<file path="config.mk">
export PLATFORM = sky130hd
export DESIGN_NAME = address_unit
export DESIGN_NICKNAME = d
export VERILOG_FILES = /design/src/rtl/address_unit.sv
export SDC_FILE = /design/constraint.sdc
export NUM_CORES = 1
export LEC_CHECK = 0
export BUFFER_PORTS_ARGS = -buffer_cell sky130_fd_sc_hd__buf_2
export CAP_MARGIN = 20
export CORE_MARGIN = 3
export CORE_UTILIZATION = 35
export CTS_CLUSTER_SIZE = 12
export DETAILED_ROUTE_END_ITERATION = 10
export GPL_ROUTABILITY_DRIVEN = 0
export SYNTH_ARGS = -nofsm -noshare
export SYNTH_HDL_FRONTEND = slang
export SYNTH_SLANG_ARGS = --single-unit
</file>
<file path="constraint.sdc">
create_clock -name clk -period 2.9 [get_ports clk]
set_input_delay 0 -clock clk [delete_from_list [all_inputs] [get_ports clk]]
set_output_delay 0 -clock clk [all_outputs]
set_load 0.02 [all_outputs]
</file>
<file path="src/rtl/address_unit.sv">
`default_nettype none
// ============================================================================
// Module   : address_unit
// Purpose  : 16-bit program counter and address-bus multiplexer. After reset
//            it fetches the 6502 reset vector (low byte at RESET_VECTOR,
//            high byte at RESET_VECTOR+1) into the PC. It then raises ready
//            and selects the address source named by address_select.
// Options  : ADDRESS_UNIT_STACK_EN - address_select 3 drives the page-1 stack
//            address {8'h01, stack_pointer} instead of aliasing to the PC.
// Revision : 1.0 - initial release
// ============================================================================
module address_unit #(
  parameter logic [15:0] RESET_VECTOR = 16'hFFFC,
  parameter logic [7:0]  ZP_PAGE      = 8'h00
) (
  input  logic        clk,
  input  logic        rst_n,
  input  logic        clk_enable,
  input  logic        pc_enable,
  input  logic        pc_load,
  input  logic [15:0] pc_load_value,
  input  logic [1:0]  address_select,
  input  logic [15:0] memory_address,
  input  logic [7:0]  alu_result,
  input  logic [7:0]  stack_pointer,
  input  logic [7:0]  data_in,
  output logic [15:0] address,
  output logic [15:0] pc,
  output logic        ready,
  output logic        fetch
);

  // Address-source encodings driven by the decoder.
  localparam logic [1:0] SEL_PC    = 2'd0;
  localparam logic [1:0] SEL_MEM   = 2'd1;
  localparam logic [1:0] SEL_ZP    = 2'd2;
  localparam logic [1:0] SEL_STACK = 2'd3;

  // Vector high-byte address; wraps to $0000 if the vector sits at $FFFF.
  localparam logic [15:0] RESET_VECTOR_HI = RESET_VECTOR + 16'd1;

  typedef enum logic [1:0] {
    RV_LO = 2'd0,
    RV_HI = 2'd1,
    RUN   = 2'd2
  } state_t;

  state_t      state;
  state_t      state_next;
  logic [7:0]  vector_lo;
  logic [15:0] pc_next;
  logic [15:0] run_address;
  logic        run_from_pc;

  // State register: reset restarts the vector sequence; clk_enable gates moves.
  always_ff @(posedge clk) begin
    if (!rst_n) begin
      state <= RV_LO;
    end else if (clk_enable) begin
      state <= state_next;
    end
  end

  // Next-state logic: two vector-fetch cycles, then RUN until reset.
  always_comb begin
    state_next = state;
    case (state)
      RV_LO:   state_next = RV_HI;
      RV_HI:   state_next = RUN;
      RUN:     state_next = RUN;
      default: state_next = RV_LO;
    endcase
  end

  // Latch the vector low byte while the bus points at RESET_VECTOR.
  always_ff @(posedge clk) begin
    if (!rst_n) begin
      vector_lo <= 8'h00;
    end else if (clk_enable && (state == RV_LO)) begin
      vector_lo <= data_in;
    end
  end

  // Next PC: vector load in RV_HI; in RUN, jump beats increment beats hold.
  always_comb begin
    pc_next = pc;
    case (state)
      RV_HI: pc_next = {data_in, vector_lo};
      RUN: begin
        if (pc_load) begin
          pc_next = pc_load_value;
        end else if (pc_enable) begin
          pc_next = pc + 16'd1;
        end
      end
      default: pc_next = pc;
    endcase
  end

  // Program counter register; holds completely while clk_enable is low.
  always_ff @(posedge clk) begin
    if (!rst_n) begin
      pc <= 16'h0000;
    end else if (clk_enable) begin
      pc <= pc_next;
    end
  end

  // RUN-state address source. The zero-page form never carries into the
  // high byte, so indexed zero-page accesses wrap within ZP_PAGE.
  always_comb begin
    run_address = pc;
    run_from_pc = 1'b1;
    case (address_select)
      SEL_PC: begin
        run_address = pc;
        run_from_pc = 1'b1;
      end
      SEL_MEM: begin
        run_address = memory_address;
        run_from_pc = 1'b0;
      end
      SEL_ZP: begin
        run_address = {ZP_PAGE, alu_result};
        run_from_pc = 1'b0;
      end
      SEL_STACK: begin
`ifdef ADDRESS_UNIT_STACK_EN
        run_address = {8'h01, stack_pointer};
        run_from_pc = 1'b0;
`else
        run_address = pc;
        run_from_pc = 1'b1;
`endif
      end
      default: begin
        run_address = pc;
        run_from_pc = 1'b1;
      end
    endcase
  end

`ifndef ADDRESS_UNIT_STACK_EN
  // Stack pointer has no consumer when the stack source is compiled out.
  logic _unused;
  assign _unused = &{1'b0, stack_pointer};
`endif

  // Output stage: vector addresses during the fetch, selected source in RUN.
  always_comb begin
    address = run_address;
    ready   = 1'b0;
    fetch   = 1'b0;
    case (state)
      RV_LO: address = RESET_VECTOR;
      RV_HI: address = RESET_VECTOR_HI;
      RUN: begin
        address = run_address;
        ready   = 1'b1;
        fetch   = run_from_pc;
      end
      default: address = RESET_VECTOR;
    endcase
  end

endmodule
`default_nettype wire

</file>
==> results of run 1 <==
[layer usage]
metal | part of all wire, % | up-vias | track usage [%]
met5 | 0 | - | 0
met4 | 0.56 | 0 | 4.46
met3 | 8.5 | 4 | 3.97
met2 | 44 | 105 | 31.6
met1 | 47 | 1103 | 27.4
li1 | - | 1170 | -
[worst max path at each step]
stage	to	startpoint	cells after the start	slack [ns]
2_1_floorplan	pc[12]	state[0]	7	1.00
3_3_place_gp	pc[0]	state[0]	6	0.62
3_5_place_dp	pc[0]	state[0]	6	0.55
4_1_cts	pc[0]	state[0]	6	0.53
5_1_grt	pc[0]	state[0]	6	0.29
6_report	pc[0]	state[0]	6	0.51
[cell families (layout without fill, tap and decap cells)]
logic type	count (synthesis)	in the layout	synth area share [%]
flops	26	26	25.1
compound gates	94	94	31.9
xor+xnor	3	3	1.27
simple gates	97	97	24.4
buf+inv	38	108	8.02
mux	10	10	5.07
fa+ha+maj	7	7	4.22
[metrics by stage]
stage               utilization, %  std cells  hold WS (ns)  power (mW)
global route                  46.1        417        0.0186        1.21
detailed placement            44.5        411         0.293       0.840
finish                        46.1        417        0.0135        1.14
floorplan                        -        275         0.147       0.702
CTS                           45.9        416      0.000477        1.15
global placement              44.5        411         0.288       0.836
[registers in the layout (all words and copies together) (netlist names)]
register and flops:
pc 16, state 2, vector_lo 8
[power by group through the flow]
stage / clock [mW] / sequential [mW] / combinational, mW
2_1_floorplan: 0 / 0.434 / 0.268
3_3_place_gp: 0 / 0.433 / 0.404
3_5_place_dp: 0 / 0.434 / 0.406
4_1_cts: 0.314 / 0.425 / 0.408
5_1_grt: 0.332 / 0.432 / 0.450
6_report: 0.308 / 0.426 / 0.409
[final cells by class]
type                            instances  area [µm²]  share of cell area [%]
Sequential cell                        26         520                    20.1
Timing Repair Buffer                   91         468                    18.1
Clock inverter                          1        30.0                    1.16
Multi-Input combinational cell        211        1390                    53.7
Clock buffer                            3        41.3                    1.60
Tap cell                               72        90.1                    3.48
Inverter                               13        48.8                    1.89
[critical path, stage by stage (launching register included)]
cell and delay [ns]:
dfxtp_1 0.34, inv_1 0.10, ha_1 0.42, or3b_4 0.45
nand2_1 0.43, a21oi_1 0.13, a2111oi_0 0.38
[synth_stat cells (2+ instances only)]
cell type,count
dfxtp_1,26
nand2_1,23
a21oi_1,20
nor2_1,20
clkbuf_1,15
nand3_1,14
a31oi_1,13
o21ai_0,13
inv_1,12
a221oi_1,10
and2_1,10
mux2i_1,9
ha_1,7
o31ai_1,7
nor2b_1,6
nor3_1,5
nor4_1,4
o221ai_1,4
a211oi_1,3
and4_1,3
buf_2,3
buf_4,3
nand4_1,3
o211ai_1,3
o21a_1,3
o221a_2,3
o22ai_1,3
a211oi_2,2
a222oi_1,2
buf_1,2
nor3b_1,2
xnor2_1,2
==> run_results.csv, run 1 <==
group,metric,value,unit
clocking,clkSinkCount,26,
floorplanning,dieHeight,83.0,µm
setup_path,r2r-start,"state[0]",
final_layout,final_area,0.00259,mm²
power,p_switching,0.419,mW
drt,drt-wirelength-per-cell,17.0,µm
run,drv_cap,0,
clocking,clk_path_buf_depth,2,
floorplanning,core,0.00561,mm²
floorplanning,die_area,0.00689,mm²
clocking,cts_made_buffers,3,
synth,synthFlopType,"dfxtp_1",
sta,fin_ws,0.514,ns
clocking,post-cts-setup-buffer-count,0,
final_layout,final_cell_mix,"88 x buf_2, 26 x dfxtp_1, 23 x nand2_1",
placed_design,io_buffers,88,
sta,finalSetupTns,0,ns
drt,ant_nets,0,
clocking,cts.htree.levels,1,
setup_path,crit_path_end_kind,"flip-flop",
setup_path,arrival,2.54,ns
synth,yosysWarnings,0,
sta,period_minus_slack,2.39,ns
sta,final_max_slew_viol_count,0,
grt,grt_usage,19.8,%
synth,synth.area.top_cells,"dfxtp_1 25%, a21oi_1 4.8%, mux2i_1 4.3%",
grt,grt_max_degree,24,
grt,antenna_found_initial,0,
final_layout,nNetsFinal,416,
setup_path,path_class,"flip-flop to flip-flop",
worst_hold_path,worstHoldStart,"data_in[7]",
clocking,cts_root_buf,"clkbuf_8",
sta,rsz0062_at_grt,"no",
final_layout,fillers,614,
synth,yosys.cell_types.count,52,
grt,grt_pass1_vias,2295,
setup_path,cp_max_fo,14,
synth,async_flop_share,0,%
power,total_leakage_power,1.06,nW
final_layout,drive_gt1_share,30.4,%
power,vdd.ir_drop.worst,199,µV
power,pwr-share-comb,35.8,%
placed_design,place_area,0.00249,mm²
placed_design,pre_cts_slack,0.549,ns
setup_path,rrSetupSlack,0.51,ns
power,powerDensity,442,mW/mm²
sta,setup_viol,0,
final_layout,final_common_cell,"buf_2",
setup_path,cp-start-kind,"flip-flop",
worst_hold_path,hold_class,"input pin to flip-flop",
clocking,clkLatencyLatePin,0.27,ns
power,pwr-share-seq,37.3,%
synth,avgSynthCellArea,7.54,µm²
placed_design,dpl.hpwl,5.36,mm
synth,synth-edff-count,0,
grt,grt_overflow,0,
clocking,cts-resized-gates,0,
power,netSwitchingFraction,36.6,%
clocking,clk_pin_slew,0.10,ns
sta,clock_skew,0.00287,ns
drt,routed_wl,7.10,mm
sta,fmax,419,MHz
grt,grt_pass1_wl,11.4,mm
setup_path,r2r_end,"pc[0]",
drt,drc,0,
drt,vias,2382,
drt,first_pass_iters,4,
clocking,cts_tree,"built",
drt,drtIter0Drc,160,
floorplanning,ios,97,
synth,yosys.area.top_type_share,25.1,%
floorplanning,row_count,27,
power,p_int,0.725,mW
synth,syn_inst,275,
outcome,status,"finished, final reports clean",
floorplanning,die_w,83.0,µm
sta,worst_pin_slew,0.802,ns
floorplanning,initial_core_util,37.0,%
worst_hold_path,min_delay_path_depth,3,
synth,ys_seq_area_share,25.1,%
setup_path,r2r_cells,6,
sta,min_period_over_period,82.3,%
synth,ys_ff_latch,26,
sta,hold_viol_final,0,
sta,relSlewSlack,46.4,%
drt,routed_via_density,5.71,
final_layout,area_growth,24.7,%
clocking,cts_hold_buffers,1,
final_layout,diodes,0,
synth,syn_nets,345,
worst_hold_path,min_to,"vector_lo[7]",
synth,synth_top_cell_by_area,"dfxtp_1",
synth,synthesis.area,0.00207,mm²
power,power_frac_clock,27.0,%
setup_path,worst-endpoint-required,3.06,ns
Note: power is estimated with default switching activity, not from simulation.
==> run 2, diff against run 1 <==
--- a/config.mk
+++ b/config.mk
@@ -5,6 +5,7 @@
 export SDC_FILE = /design/constraint.sdc
 export NUM_CORES = 1
 export LEC_CHECK = 0
+export ABC_AREA = 1
 export BUFFER_PORTS_ARGS = -buffer_cell sky130_fd_sc_hd__buf_2
 export CAP_MARGIN = 20
 export CORE_MARGIN = 3
==> constraint.sdc (replaced) <==
create_clock -name clk -period 2.22 [get_ports clk]
set_input_delay 0 -clock clk [delete_from_list [all_inputs] [get_ports clk]]
set_output_delay 0 -clock clk [all_outputs]
set_load 0.02 [all_outputs]
==> run_results.csv, run 2 <==
group,metric,value,unit
worst_hold_path,hold_class,"input pin to flip-flop",
synth,ys_ff_latch,26,
setup_path,arrival,2.18,ns
setup_path,cp-endpoint,"pc[5]",
clocking,clkSinkCount,26,
synth,async_flop_share,0,%
setup_path,cp_max_fo,17,
setup_path,cp_num_cells,7,
setup_path,cp_slowest_stage_delay,0.56,ns
final_layout,nNetsFinal,490,
floorplanning,row_count,26,
floorplanning,die_area,0.00665,mm²
final_layout,fillers,590,
synth,yosys.cell_types.count,23,
placed_design,dp_cells,480,
sta,finalHoldWorstSlack,0.00213,ns
clocking,clk_pin_slew,0.10,ns
floorplanning,dieHeight,81.6,µm
final_layout,largestRegisters,"pc (16), vector_lo (8), state (2)",
placed_design,dpl.hpwl,5.15,mm
grt,grt_pass1_wl,10.9,mm
placed_design,io_buffers,88,
setup_path,r2r_cells,7,
synth,ys_seq_area_share,26.0,%
sta,min_period_over_period,90.5,%
sta,final_max_slew_viol_count,0,
clocking,cts.htree.levels,1,
final_layout,drive_gt1_share,24.6,%
grt,grt_usage,20.6,%
drt,ant_nets,0,
sta,period_minus_slack,2.01,ns
drt,drt-wirelength-per-cell,13.9,µm
setup_path,r2r_end,"pc[5]",
setup_path,cp-start-kind,"flip-flop",
setup_path,crit_start,"state[0]",
clocking,cts_root_buf,"clkbuf_8",
setup_path,path_cells,"inv_1 -> ha_1 -> inv_2 -> o31ai_4 -> inv_2 -> o21ai_0 -> a21oi_1",
synth,synthFlopType,"dfxtp_1",
grt,antenna_found_initial,0,
sta,worst_pin_slew,0.682,ns
outcome,status,"finished, final reports clean",
setup_path,r2r-start,"state[0]",
synth,synthTopCellsByCount,"59 x a21oi_1, 52 x nor2_1, 51 x o21ai_0",
grt,grt_max_degree,34,
setup_path,crit_top_cell,"inv_2",
final_layout,largest_reg_flops,16,
setup_path,rrSetupSlack,0.21,ns
synth,synth.area.top_cells,"dfxtp_1 26%, a21oi_1 15%, o21ai_0 13%",
power,power,1.41,mW
final_layout,final_area,0.00260,mm²
setup_path,crit_path_end_kind,"flip-flop",
sta,setup_viol,0,
setup_path,path_buf_inv,3,
setup_path,path_class,"flip-flop to flip-flop",
sta,rsz0062_at_grt,"no",
grt,grt_pass1_vias,2293,
synth,syn_inst,334,
final_layout,multi_input_area,0.00128,mm²
drt,drc,0,
sta,hold_viol_final,0,
sta,finalSetupTns,0,ns
clocking,cts-resized-gates,0,
final_layout,register_area,520,µm²
synth,synth-edff-count,0,
final_layout,diodes,0,
clocking,clkLatencyLatePin,0.28,ns
clocking,cts_tree,"built",
floorplanning,die_w,81.6,µm
final_layout,final_cell_mix,"88 x buf_2, 59 x a21oi_1, 52 x nor2_1",
final_layout,area_growth,29.9,%
clocking,cts_made_buffers,3,
drt,drtIter0Drc,144,
sta,relSlewSlack,54.5,%
setup_path,worst-endpoint-required,2.39,ns
synth,yosys.area.top_type_share,26.0,%
final_layout,instances_no_fill,489,
drt,vias,2434,
grt,grt_overflow,0,
power,powerDensity,545,mW/mm²
sta,clock_skew,0.00205,ns
synth,yosysWarnings,0,
final_layout,final_common_cell,"buf_2",
drt,routed_via_density,4.98,
power,vdd.ir_drop.worst,221,µV
floorplanning,core,0.00530,mm²
synth,avgSynthCellArea,5.98,µm²
power,total_leakage_power,1.17,nW
setup_path,critPathTopFamily,"compound AO/OA/AOI/OAI gates",
floorplanning,initial_core_util,37.7,%
drt,routed_wl,6.82,mm
synth,yosys.cell_count.top_type,"a21oi_1",
synth,synthesis.area,0.00200,mm²
run,drv_cap,0,
synth,synth_top_cell_by_area,"dfxtp_1",
setup_path,crit_path_top_delay_cell,"o31ai_4",
clocking,post-cts-setup-buffer-count,0,
sta,fmax,498,MHz
final_layout,regMostFlops,"pc",
synth,syn_nets,404,
drt,first_pass_iters,4,
floorplanning,ios,97,
clocking,clk_path_buf_depth,2,
placed_design,place_area,0.00249,mm²
-- run 2: cell count changes in the layout (fill, tap and decap cells not counted), moves of 6 or more --
cell / delta
nor2b_1: -6
inv_1: +15
o21ai_1: +8
nand2_1: +26
and2_1: -10
o31ai_1: -7
mux2i_1: -9
a221oi_1: -10
a31oi_1: -13
o21ai_0: +38
a21oi_1: +39
nor2_1: +32
-- run 2: worst min-delay path by stage --
stage / start / endpoint / slack, ns / depth (start not counted)
6_report: data_in[6] / vector_lo[6] / 0.002 / 3
5_1_grt: pc_load_value[1] / pc[1] / 0.01 / 3
4_1_cts: data_in[6] / vector_lo[6] / 0.004 / 3
3_5_place_dp: clk_enable / state[1] / 0.23 / 2
3_3_place_gp: clk_enable / state[1] / 0.23 / 2
2_1_floorplan: clk_enable / state[1] / 0.09 / 1
-- run 2: per-stage QoR --
| stage | utilization [%] | worst slack [ns] |
|---|---|---|
| after floorplan | - | 0.494 |
| after global placement | 47.0 | 0.269 |
| after detailed placement | 47.0 | 0.226 |
| after CTS | 49.0 | 0.206 |
| after global routing | 49.0 | 0.0478 |
| final | 49.0 | 0.210 |
-- run 2: final cells by class --
class / instances / share of cell area (%)
Clock buffer: 4 / 2.12
Inverter: 30 / 4.34
Multi-Input combinational cell: 260 / 49.5
Sequential cell: 26 / 20.0
Tap cell: 70 / 3.37
Timing Repair Buffer: 99 / 20.6
-- run 2: cells by family (layout without fill, tap and decap cells) --
| family | count (synthesis) | in the layout | synth area share, % |
|---|---|---|---|
| AO/OA/AOI/OAI | 128 | 128 | 33.9 |
| AND/OR/NAND/NOR | 121 | 121 | 24.2 |
| buffers and inverters | 48 | 133 | 9.64 |
| flip-flops | 26 | 26 | 26.0 |
| adder cells (fa/ha/maj) | 7 | 7 | 4.38 |
| XOR/XNOR | 4 | 4 | 1.75 |
-- run 2: routing by layer --
metal	share of wire (%)	global-route usage, %
met1	47	27.9
met2	48	35.1
met3	4.7	3.18
met4	0.44	3.21
met5	0	0
-- run 2: where the power goes --
group | internal (mW) | leakage (nW) | switching [mW]
combinational | 0.190 | 0.929 | 0.331
sequential | 0.510 | 0.214 | 0.0590
clock | 0.159 | 0.0288 | 0.164
-- run 2: worst min-delay path, stage by stage --
cell,delay (ns)
buf_2,0.09
o21ai_0,0.08
nor2_1,0.08
-- run 2: repair_timing --
| item | 4_1_cts | 5_1_grt |
|---|---|---|
| endpoints found under the setup margin | 0 | 0 |
| hold endpoints to repair | 5 | 0 |
| hold buffers | 5 | 0 |
==> run 3, diff against run 2 <==
--- a/config.mk
+++ b/config.mk
@@ -13,6 +13,7 @@
 export CTS_CLUSTER_SIZE = 12
 export DETAILED_ROUTE_END_ITERATION = 10
 export GPL_ROUTABILITY_DRIVEN = 0
+export RECOVER_POWER = 100
 export SYNTH_ARGS = -nofsm -noshare
 export SYNTH_HDL_FRONTEND = slang
 export SYNTH_SLANG_ARGS = --single-unit
==> run_results.csv, run 3 (synthesized netlist as in run 2, its figures left out) <==
group,metric,value,unit
setup_path,critPathTopFamily,"compound AO/OA/AOI/OAI gates",
sta,min_period_over_period,91.1,%
worst_hold_path,min_delay_path_depth,3,
final_layout,largest_reg_flops,16,
drt,drc,0,
power,netSwitchingFraction,39.4,%
setup_path,cp-start-kind,"flip-flop",
final_layout,multi_input_area,0.00128,mm²
power,vdd.ir_drop.worst,220,µV
grt,grt_max_degree,34,
sta,setup_viol,0,
placed_design,place_area,0.00249,mm²
grt,grt_usage,20.6,%
power,power,1.40,mW
sta,worst_pin_slew,0.691,ns
sta,finalSetupTns,0,ns
final_layout,regMostFlops,"pc",
setup_path,rrSetupSlack,0.20,ns
clocking,clkSinkCount,26,
floorplanning,ios,97,
setup_path,cp_num_cells,7,
final_layout,nNetsFinal,490,
outcome,status,"finished, final reports clean",
final_layout,register_area,520,µm²
grt,grt_overflow,0,
clocking,cts_root_buf,"clkbuf_8",
run,drv_cap,0,
final_layout,area_growth,28.6,%
drt,ant_nets,0,
power,p_switching,0.551,mW
drt,vias,2471,
clocking,cts_made_buffers,3,
setup_path,crit_path_top_delay_cell,"o31ai_4",
setup_path,path_buf_inv,3,
placed_design,io_buffers,88,
setup_path,crit_start,"state[0]",
floorplanning,initial_core_util,37.7,%
sta,relSlewSlack,53.9,%
setup_path,r2r_end,"pc[5]",
power,pwr-share-comb,36.3,%
final_layout,instances_no_fill,489,
final_layout,final_area,0.00257,mm²
setup_path,crit_path_end_kind,"flip-flop",
setup_path,cp_slowest_stage_delay,0.58,ns
sta,fin_ws,0.197,ns
setup_path,cp_max_fo,17,
power,powerDensity,544,mW/mm²
final_layout,largestRegisters,"pc (16), vector_lo (8), state (2)",
floorplanning,dieHeight,81.6,µm
placed_design,pre_cts_slack,0.226,ns
setup_path,r2r-start,"state[0]",
final_layout,drive_gt1_share,19.6,%
floorplanning,die_area,0.00665,mm²
drt,drtIter0Drc,153,
placed_design,dp_cells,480,
drt,routed_wl,6.79,mm
sta,rsz0062_at_grt,"no",
clocking,clkLatencyLatePin,0.28,ns
setup_path,path_class,"flip-flop to flip-flop",
final_layout,final_common_cell,"a21oi_1",
final_layout,fillers,594,
setup_path,crit_top_cell,"inv_1",
setup_path,arrival,2.19,ns
clocking,clk_path_buf_depth,2,
drt,drt-wirelength-per-cell,13.9,µm
setup_path,cp-endpoint,"pc[5]",
power,p_int,0.847,mW
floorplanning,die_w,81.6,µm
placed_design,dpl.hpwl,5.15,mm
clocking,cts.htree.levels,1,
floorplanning,core,0.00530,mm²
sta,hold_viol_final,0,
drt,first_pass_iters,4,
clocking,clk_pin_slew,0.09,ns
power,total_leakage_power,1.10,nW
sta,final_max_slew_viol_count,0,
setup_path,worst-endpoint-required,2.39,ns
grt,grt_pass1_vias,2293,
setup_path,path_cells,"inv_1 -> ha_1 -> inv_1 -> o31ai_4 -> inv_2 -> o21ai_0 -> a21oi_1",
worst_hold_path,hold_class,"input pin to flip-flop",
grt,grt_pass1_wl,10.9,mm
final_layout,final_cell_mix,"59 x a21oi_1, 57 x o21ai_0, 56 x buf_2",
sta,clock_skew,0.00139,ns
grt,antenna_found_initial,0,
final_layout,diodes,0,
drt,routed_via_density,5.05,
sta,period_minus_slack,2.02,ns
sta,fmax,494,MHz
power,power_frac_clock,22.9,%
clocking,cts_tree,"built",
floorplanning,row_count,26,
clocking,post-cts-setup-buffer-count,0,
setup_path,r2r_cells,7,
power,pwr-share-seq,40.8,%
[run 3: how the worst min path moves through the flow]
| stage | startpoint | endpoint | slack [ns] |
|---|---|---|---|
| floorplan | clk_enable | state[1] | 0.09 |
| global placement | clk_enable | state[1] | 0.23 |
| detailed placement | clk_enable | state[1] | 0.23 |
| CTS | data_in[6] | vector_lo[6] | 0.004 |
| global route | pc_load_value[1] | pc[1] | 0.01 |
| finish | data_in[6] | vector_lo[6] | 0.004 |
[run 3: power groups by stage]
stage,combinational [mW],sequential [mW],clock (mW)
global placement,0.512,0.580,0
detailed placement,0.516,0.581,0
global route,0.570,0.578,0.348
CTS,0.525,0.569,0.324
floorplan,0.302,0.594,0
finish,0.508,0.570,0.320
[run 3: worst reg2reg max path, stage by stage, from the launching register on]
cell	delay, ns
dfxtp_1	0.33
inv_1	0.12
ha_1	0.19
inv_1	0.10
o31ai_4	0.58
inv_2	0.30
o21ai_0	0.23
a21oi_1	0.06
[run 3: timing repair]
item / CTS / global route
hold buffers: 5 / 0
hold endpoints to repair: 5 / 0
resized for setup: 0 / 0
[run 3: final cells by class]
class                   instances  share of cell area, %
repair buffers                 99                   19.8
inverters                      30                   4.38
flip-flops and latches         26                   20.3
multi-input cells             260                   50.0
clock buffers                   4                   2.14
well taps                      70                   3.41
[run 3: metal layers]
metal / routed length, µm / global-route usage [%] / vias up
met4: 40 / 3.21 / 0
met1: 3130 / 27.9 / 1111
met3: 345 / 3.18 / 6
met5: 0 / 0 / -
li1: - / - / 1290
met2: 3280 / 35.1 / 64
[run 3: stage by stage]
stage	hold WS (ns)	util, %
floorplan	0.0935	-
finish	0.00419	48.4
global route	0.0149	48.4
global placement	0.228	47.0
detailed placement	0.228	47.0
CTS	0.00431	49.0
